===== src/rtl/game_controller.sv =====
// game_controller: whack-a-box game sequencer.
// Runs the lobby -> play -> game-over flow, picks pseudo-random targets,
// scores strikes reported by the sensor decoder, and drives the VGA level
// select plus the hit and lobby sound enables.
// Optional build macro GAME_WRONG_HIT_PENALTY_EN: when defined, striking the
// wrong box while armed costs one point (saturating at zero).
module game_controller #(
  parameter int TICK_DIV       = 50_000_000,
  parameter int GAME_SECONDS   = 60,
  parameter int TARGET_SECONDS = 3,
  parameter int NUM_BOXES      = 6,
  parameter int SOUND_CYCLES   = 5_000_000
) (
  input  logic       CLOCK_50,
  input  logic       reset,
  input  logic       start_game,
  input  logic [2:0] box_address,
  output logic [2:0] level_select,
  output logic       play_sound,
  output logic       lobby_sound,
  output logic [7:0] score,
  output logic [6:0] time_left,
  output logic       game_over,
  output logic [2:0] state
);

  localparam int TICK_W = (TICK_DIV > 1) ? $clog2(TICK_DIV) : 1;
  localparam int SHOW_W = (SOUND_CYCLES > 1) ? $clog2(SOUND_CYCLES) : 1;

  typedef enum logic [2:0] {
    ST_IDLE     = 3'd0,
    ST_SPAWN    = 3'd1,
    ST_WAIT_HIT = 3'd2,
    ST_HIT_SHOW = 3'd3,
    ST_OVER     = 3'd4
  } state_t;

  state_t              r_state;
  state_t              w_nextState;
  logic                r_startPrev;
  logic                r_armed;
  logic [7:0]          r_lfsr;
  logic [2:0]          r_target;
  logic [2:0]          w_nextTarget;
  logic [TICK_W-1:0]   r_tickCnt;
  logic [3:0]          r_targetTicks;
  logic [3:0]          w_nextTargetTicks;
  logic [SHOW_W-1:0]   r_showCnt;
  logic [SHOW_W-1:0]   w_nextShowCnt;
  logic [7:0]          r_score;
  logic [7:0]          w_nextScore;
  logic [6:0]          r_timeLeft;
  logic [6:0]          w_nextTimeLeft;
  logic [2:0]          r_levelSelect;
  logic [2:0]          w_nextLevel;
  logic                r_playSound;
  logic                r_lobbySound;
  logic                r_gameOver;

  logic                w_tick;
  logic                w_startRise;
  logic                w_inPlay;
  logic                w_expire;
  logic                w_hit;
  logic                w_lfsrFb;
  logic [2:0]          w_candidate;
  logic [2:0]          w_bumped;
  logic [2:0]          w_spawnTarget;
`ifdef GAME_WRONG_HIT_PENALTY_EN
  logic                w_wrong;
`endif

  assign w_tick      = (r_tickCnt == TICK_W'(TICK_DIV - 1));
  assign w_startRise = start_game & ~r_startPrev;
  assign w_inPlay    = (r_state == ST_SPAWN) || (r_state == ST_WAIT_HIT) ||
                       (r_state == ST_HIT_SHOW);
  // The game ends on the tick that takes the clock from 1 to 0.
  assign w_expire    = w_inPlay && w_tick && (r_timeLeft == 7'd1);
  assign w_hit       = (r_state == ST_WAIT_HIT) && r_armed &&
                       (box_address == r_target);
`ifdef GAME_WRONG_HIT_PENALTY_EN
  assign w_wrong     = (r_state == ST_WAIT_HIT) && r_armed &&
                       (box_address != 3'd0) && (box_address != r_target);
`endif

  assign w_lfsrFb    = r_lfsr[7] ^ r_lfsr[5] ^ r_lfsr[4] ^ r_lfsr[3];
  // A fresh target never repeats the previous one; on a repeat step to the next box.
  assign w_candidate   = 3'(r_lfsr % 8'(NUM_BOXES)) + 3'd1;
  assign w_bumped      = (w_candidate == 3'(NUM_BOXES)) ? 3'd1 : (w_candidate + 3'd1);
  assign w_spawnTarget = (w_candidate == r_target) ? w_bumped : w_candidate;

  // Free-running second tick, LFSR, start edge history and strike arming.
  always_ff @(posedge CLOCK_50) begin
    if (reset) begin
      r_tickCnt   <= '0;
      r_lfsr      <= 8'h01;
      r_startPrev <= 1'b0;
      r_armed     <= 1'b1;
    end else begin
      r_tickCnt   <= w_tick ? '0 : (r_tickCnt + TICK_W'(1));
      r_lfsr      <= {r_lfsr[6:0], w_lfsrFb};
      r_startPrev <= start_game;
      r_armed     <= (box_address == 3'd0);
    end
  end

  // Next-state, score, timers and target selection.
  always_comb begin
    w_nextState       = r_state;
    w_nextScore       = r_score;
    w_nextTimeLeft    = r_timeLeft;
    w_nextTarget      = r_target;
    w_nextTargetTicks = r_targetTicks;
    w_nextShowCnt     = r_showCnt;
    w_nextLevel       = 3'd0;

    if (w_inPlay && w_tick && (r_timeLeft != 7'd0)) begin
      w_nextTimeLeft = r_timeLeft - 7'd1;
    end

    case (r_state)
      ST_IDLE, ST_OVER: begin
        if (w_startRise) begin
          w_nextState    = ST_SPAWN;
          w_nextScore    = 8'd0;
          w_nextTimeLeft = 7'(GAME_SECONDS);
        end
      end
      ST_SPAWN: begin
        w_nextTarget      = w_spawnTarget;
        w_nextTargetTicks = 4'd0;
        w_nextState       = w_expire ? ST_OVER : ST_WAIT_HIT;
      end
      ST_WAIT_HIT: begin
        if (w_expire) begin
          w_nextState = ST_OVER;
        end else if (w_hit) begin
          w_nextScore   = (r_score == 8'hFF) ? r_score : (r_score + 8'd1);
          w_nextShowCnt = '0;
          w_nextState   = ST_HIT_SHOW;
`ifdef GAME_WRONG_HIT_PENALTY_EN
        end else if (w_wrong) begin
          w_nextScore = (r_score == 8'd0) ? r_score : (r_score - 8'd1);
`endif
        end else if (w_tick) begin
          if (r_targetTicks == 4'(TARGET_SECONDS - 1)) begin
            w_nextState = ST_SPAWN;
          end else begin
            w_nextTargetTicks = r_targetTicks + 4'd1;
          end
        end
      end
      ST_HIT_SHOW: begin
        if (w_expire) begin
          w_nextState = ST_OVER;
        end else if (r_showCnt == SHOW_W'(SOUND_CYCLES - 1)) begin
          w_nextState = ST_SPAWN;
        end else begin
          w_nextShowCnt = r_showCnt + SHOW_W'(1);
        end
      end
      default: begin
        w_nextState = ST_IDLE;
      end
    endcase

    case (w_nextState)
      ST_IDLE: w_nextLevel = 3'd0;
      ST_OVER: w_nextLevel = 3'd7;
      default: w_nextLevel = w_nextTarget;
    endcase
  end

  // State register and game datapath.
  always_ff @(posedge CLOCK_50) begin
    if (reset) begin
      r_state       <= ST_IDLE;
      r_score       <= 8'd0;
      r_timeLeft    <= 7'(GAME_SECONDS);
      r_target      <= 3'd1;
      r_targetTicks <= 4'd0;
      r_showCnt     <= '0;
    end else begin
      r_state       <= w_nextState;
      r_score       <= w_nextScore;
      r_timeLeft    <= w_nextTimeLeft;
      r_target      <= w_nextTarget;
      r_targetTicks <= w_nextTargetTicks;
      r_showCnt     <= w_nextShowCnt;
    end
  end

  // Registered outputs decoded from the state being entered.
  always_ff @(posedge CLOCK_50) begin
    if (reset) begin
      r_levelSelect <= 3'd0;
      r_playSound   <= 1'b0;
      r_lobbySound  <= 1'b1;
      r_gameOver    <= 1'b0;
    end else begin
      r_levelSelect <= w_nextLevel;
      r_playSound   <= (w_nextState == ST_HIT_SHOW);
      r_lobbySound  <= (w_nextState == ST_IDLE);
      r_gameOver    <= (w_nextState == ST_OVER);
    end
  end

  assign level_select = r_levelSelect;
  assign play_sound   = r_playSound;
  assign lobby_sound  = r_lobbySound;
  assign score        = r_score;
  assign time_left    = r_timeLeft;
  assign game_over    = r_gameOver;
  assign state        = r_state;

endmodule


===== config.mk =====
export PLATFORM = sky130hd
export DESIGN_NAME = game_controller
export DESIGN_NICKNAME = d
export VERILOG_FILES = /design/src/rtl/game_controller.sv
export SDC_FILE = /design/constraint.sdc
export NUM_CORES = 1
export LEC_CHECK = 0
export BUFFER_PORTS_ARGS = -buffer_cell sky130_fd_sc_hd__clkbuf_2
export CAP_MARGIN = 40
export CORE_MARGIN = 3
export CORE_UTILIZATION = 30
export CTS_BUF_LIST = sky130_fd_sc_hd__clkbuf_2
export DETAILED_ROUTE_END_ITERATION = 10
export GPL_ROUTABILITY_DRIVEN = 0
export HOLD_SLACK_MARGIN = 0.08
export PLACE_DENSITY = 0.41
export SYNTH_ARGS = -nofsm -noshare
export SYNTH_HDL_FRONTEND = slang
export SYNTH_SLANG_ARGS = --single-unit

===== constraint.sdc =====
create_clock -name CLOCK_50 -period 8.3 [get_ports CLOCK_50]
set_input_delay 1.66 -clock CLOCK_50 [delete_from_list [all_inputs] [get_ports CLOCK_50]]
set_output_delay 1.66 -clock CLOCK_50 [all_outputs]
set_load 0.05 [all_outputs]

==> reports/results.ini <==
[status]
status = finished, final reports clean

[routing]
via_per_inst = 4.85
dr.first_iter.drc_count = 149
routed-via-count = 3654
ant_nets = 0
dr.pass1.iters = 5
drt-total-wl_mm = 10.2
wl_per_cell_um = 13.5
drc_errors = 0

[die]
die_h_um = 130
start_util_pct = 31.2
io_pins = 30
core-area_um2 = 14800
num_rows = 44
die_w_um = 130
die-area_um2 = 16900

[clock_network]
clk_latency_ns = 0.57
h-tree-depth = 3
cts_made_buffers = 9
clk_pin_slew_ns = 0.23
cts_hold_buf = 0
postCtsSetupRepairBufs = 0
cts-root-buf = clkbuf_2
cts_tree = done
cts_resized = 0
cts.sinks = 90
cts_buffer_depth = 2

[yosys]
synthCells = 542
ys_top_cells_by_area = dfxtp_1 39%, nor2_1 7.7%, xor2_1 7.2%
synth-seq-cells = 90
yosysSeqAreaShare_pct = 39.2
syn_avg_cell_area_um2 = 8.49
ys_types = 65
yosysWarnings = 0
syn_nets = 559
yosys.area.top_type = dfxtp_1
yosys_most_used_dff = dfxtp_1
ys_async_sr_fraction_pct = 0
synth_edf_count = 0
yosysTopAreaCellShare_pct = 39.2
synth_area_um2 = 4600

[global_route]
use_met2_pct = 20.8
grt.total_usage_pct = 12.8
grt_use_met1_pct = 16.4
grt.overflow.total = 0
grt_max_degree = 25
met3_usage_pct = 3.81
antenna_found_initial = 1
grt_pass1_vias = 3541
grt_first_pass_wirelength_mm = 17.4
grt.busiest_layer = met2

[placed_design]
dp.cells = 737
post-place-ws_ns = 4.47
portBuffers = 29
dp_hpwl_mm = 7.43
dpl_cell_area_um2 = 4890

[worst_setup_path]
crit_arrival_ns = 3.77
worstPathRequired_ns = 8.77
crit_fanout = 12
r2r_slack_ns = 5.00
critPathLaunch = r_lfsr[6]
critPathCapture = level_select[2]
path_class = reg -> reg
worst_r2r_startpoint = r_lfsr[6]
reg2reg_depth = 12
r2r_end = level_select[2]
cp-end-kind = register
crit_path_start_kind = register

[layout]
fin_util_pct = 34.1
final_area_um2 = 5030
finalNonFillerCells = 754
area_delta_synth_final_pct = 9.24
layout.nets = 581
drive_gt1_share_pct = 11.2

[sta]
min_period_ns = 3.30
tns_ns = 0
slew_headroom_pct = 45.8
fmax_ghz = 0.303
hold_viol = 0
finalCritPeriodShare_pct = 39.8
skew_ns = 0.0183
final_max_slew_viol_count = 0
worst_pin_slew_ns = 0.811
setup_ws_ns = 5.00
rsz0062_at_grt = no
holdWs_ns = 0.512
final-setup-viol-count = 0

[power]
peakVddDrop_v = 0.0000544
power_leakage_nw = 1.81
power.total_uw = 786
p_per_area_nw_per_um2 = 156

[worst_hold_path]
worst_hold_path_type = reg -> reg

[job]
maxCapViolCount = 0

-- critical path, cell delays in order (launching register included) --
cell and delay (ns):
dfxtp_1 0.50, nor3b_1 0.46, a32o_1 0.22, a2bb2oi_2 0.17, nor4_1 0.07, a21oi_1 0.25
ha_1 0.32, xor2_1 0.20, and2_1 0.21, o21ai_0 0.09, and3_1 0.21, or3_1 0.37
o311a_1 0.14
-- cell usage after synthesis, drive strengths merged, types with 3 or more instances --
master,n
a211oi,3
a21oi,10
a31oi,8
and2,5
and3,14
and4,5
buf,7
clkbuf,12
dfxtp,90
ha,11
inv,15
mux2i,8
nand2,36
nand3,31
nand4,15
nand4b,3
nor2,95
nor2b,14
nor3,17
nor3b,3
nor4,8
o21a,3
o21ai,13
o31ai,4
or2,6
or3,7
or3b,3
or4,3
xnor2,27
xor2,38
-- registers in the layout, indices dropped and copies added, names as in the netlist, 3 cells and up --
| name | flops |
|---|---|
| r_targetTicks | 4 |
| state | 3 |
| level_select | 3 |
| r_tickCnt | 26 |
| r_showCnt | 23 |
| r_lfsr | 8 |
| time_left | 7 |
| score | 8 |
| r_target | 3 |
-- cells by family (layout without fill, tap and decap cells) --
logic type,Yosys count,count (layout),synth area share (%)
buffers and inverters,34,61,3.21
other,0,1,0
AOI/OAI and AO/OA,57,57,8.78
DFF,90,90,39.2
muxes,9,9,1.98
adders and majority gates,11,11,2.99
xor gates and xnor gates,65,65,12.4
and+or+nand+nor,276,276,31.5
-- power breakdown --
part | total, mW | internal, mW | switching (mW)
logic | 0.0862 | 0.0295 | 0.0567
clock network | 0.247 | 0.0987 | 0.149
registers | 0.453 | 0.442 | 0.0109
-- final cells by class --
class	instances	area (µm²)
diodes	1	2.50
clock buffers	10	50.0
clock inverters	6	81.3
fillers	1551	9730
inverters	15	56.3
multi-input cells	418	2650
flip-flops and latches	90	1800
well taps	184	230
repair buffers	30	153
-- metal layers --
layer | share of wire, % | vias up
li1 | - | 1917
met1 | 50 | 1699
met2 | 47 | 28
met3 | 2.4 | 10
met4 | 1.3 | 0
met5 | 0 | -
-- worst min path at each step --
stage                 start  slack [ns]           end  depth (start not counted)
5_1_grt           r_lfsr[1]        0.55     r_lfsr[2]                          2
4_1_cts           r_lfsr[1]        0.51     r_lfsr[2]                          2
2_1_floorplan  r_tickCnt[0]        0.44  r_tickCnt[0]                          1
3_3_place_gp   r_tickCnt[0]        0.47  r_tickCnt[0]                          1
6_report       r_tickCnt[0]        0.51  r_tickCnt[0]                          1
3_5_place_dp   r_tickCnt[0]        0.47  r_tickCnt[0]                          1
-- layout by cell type, fill, tap and decap left out, types with 11 or more instances in the layout --
cell and n:
ha_1 11, and3_1 14, xor2_1 38, clkbuf_2 39, nor2_1 95, nand4_1 15
nand2_1 36, nor2b_1 14, nand3_1 30, xnor2_1 27, inv_1 15, dfxtp_1 90
nor3_1 16
Note: power is estimated with default switching activity, not from simulation.
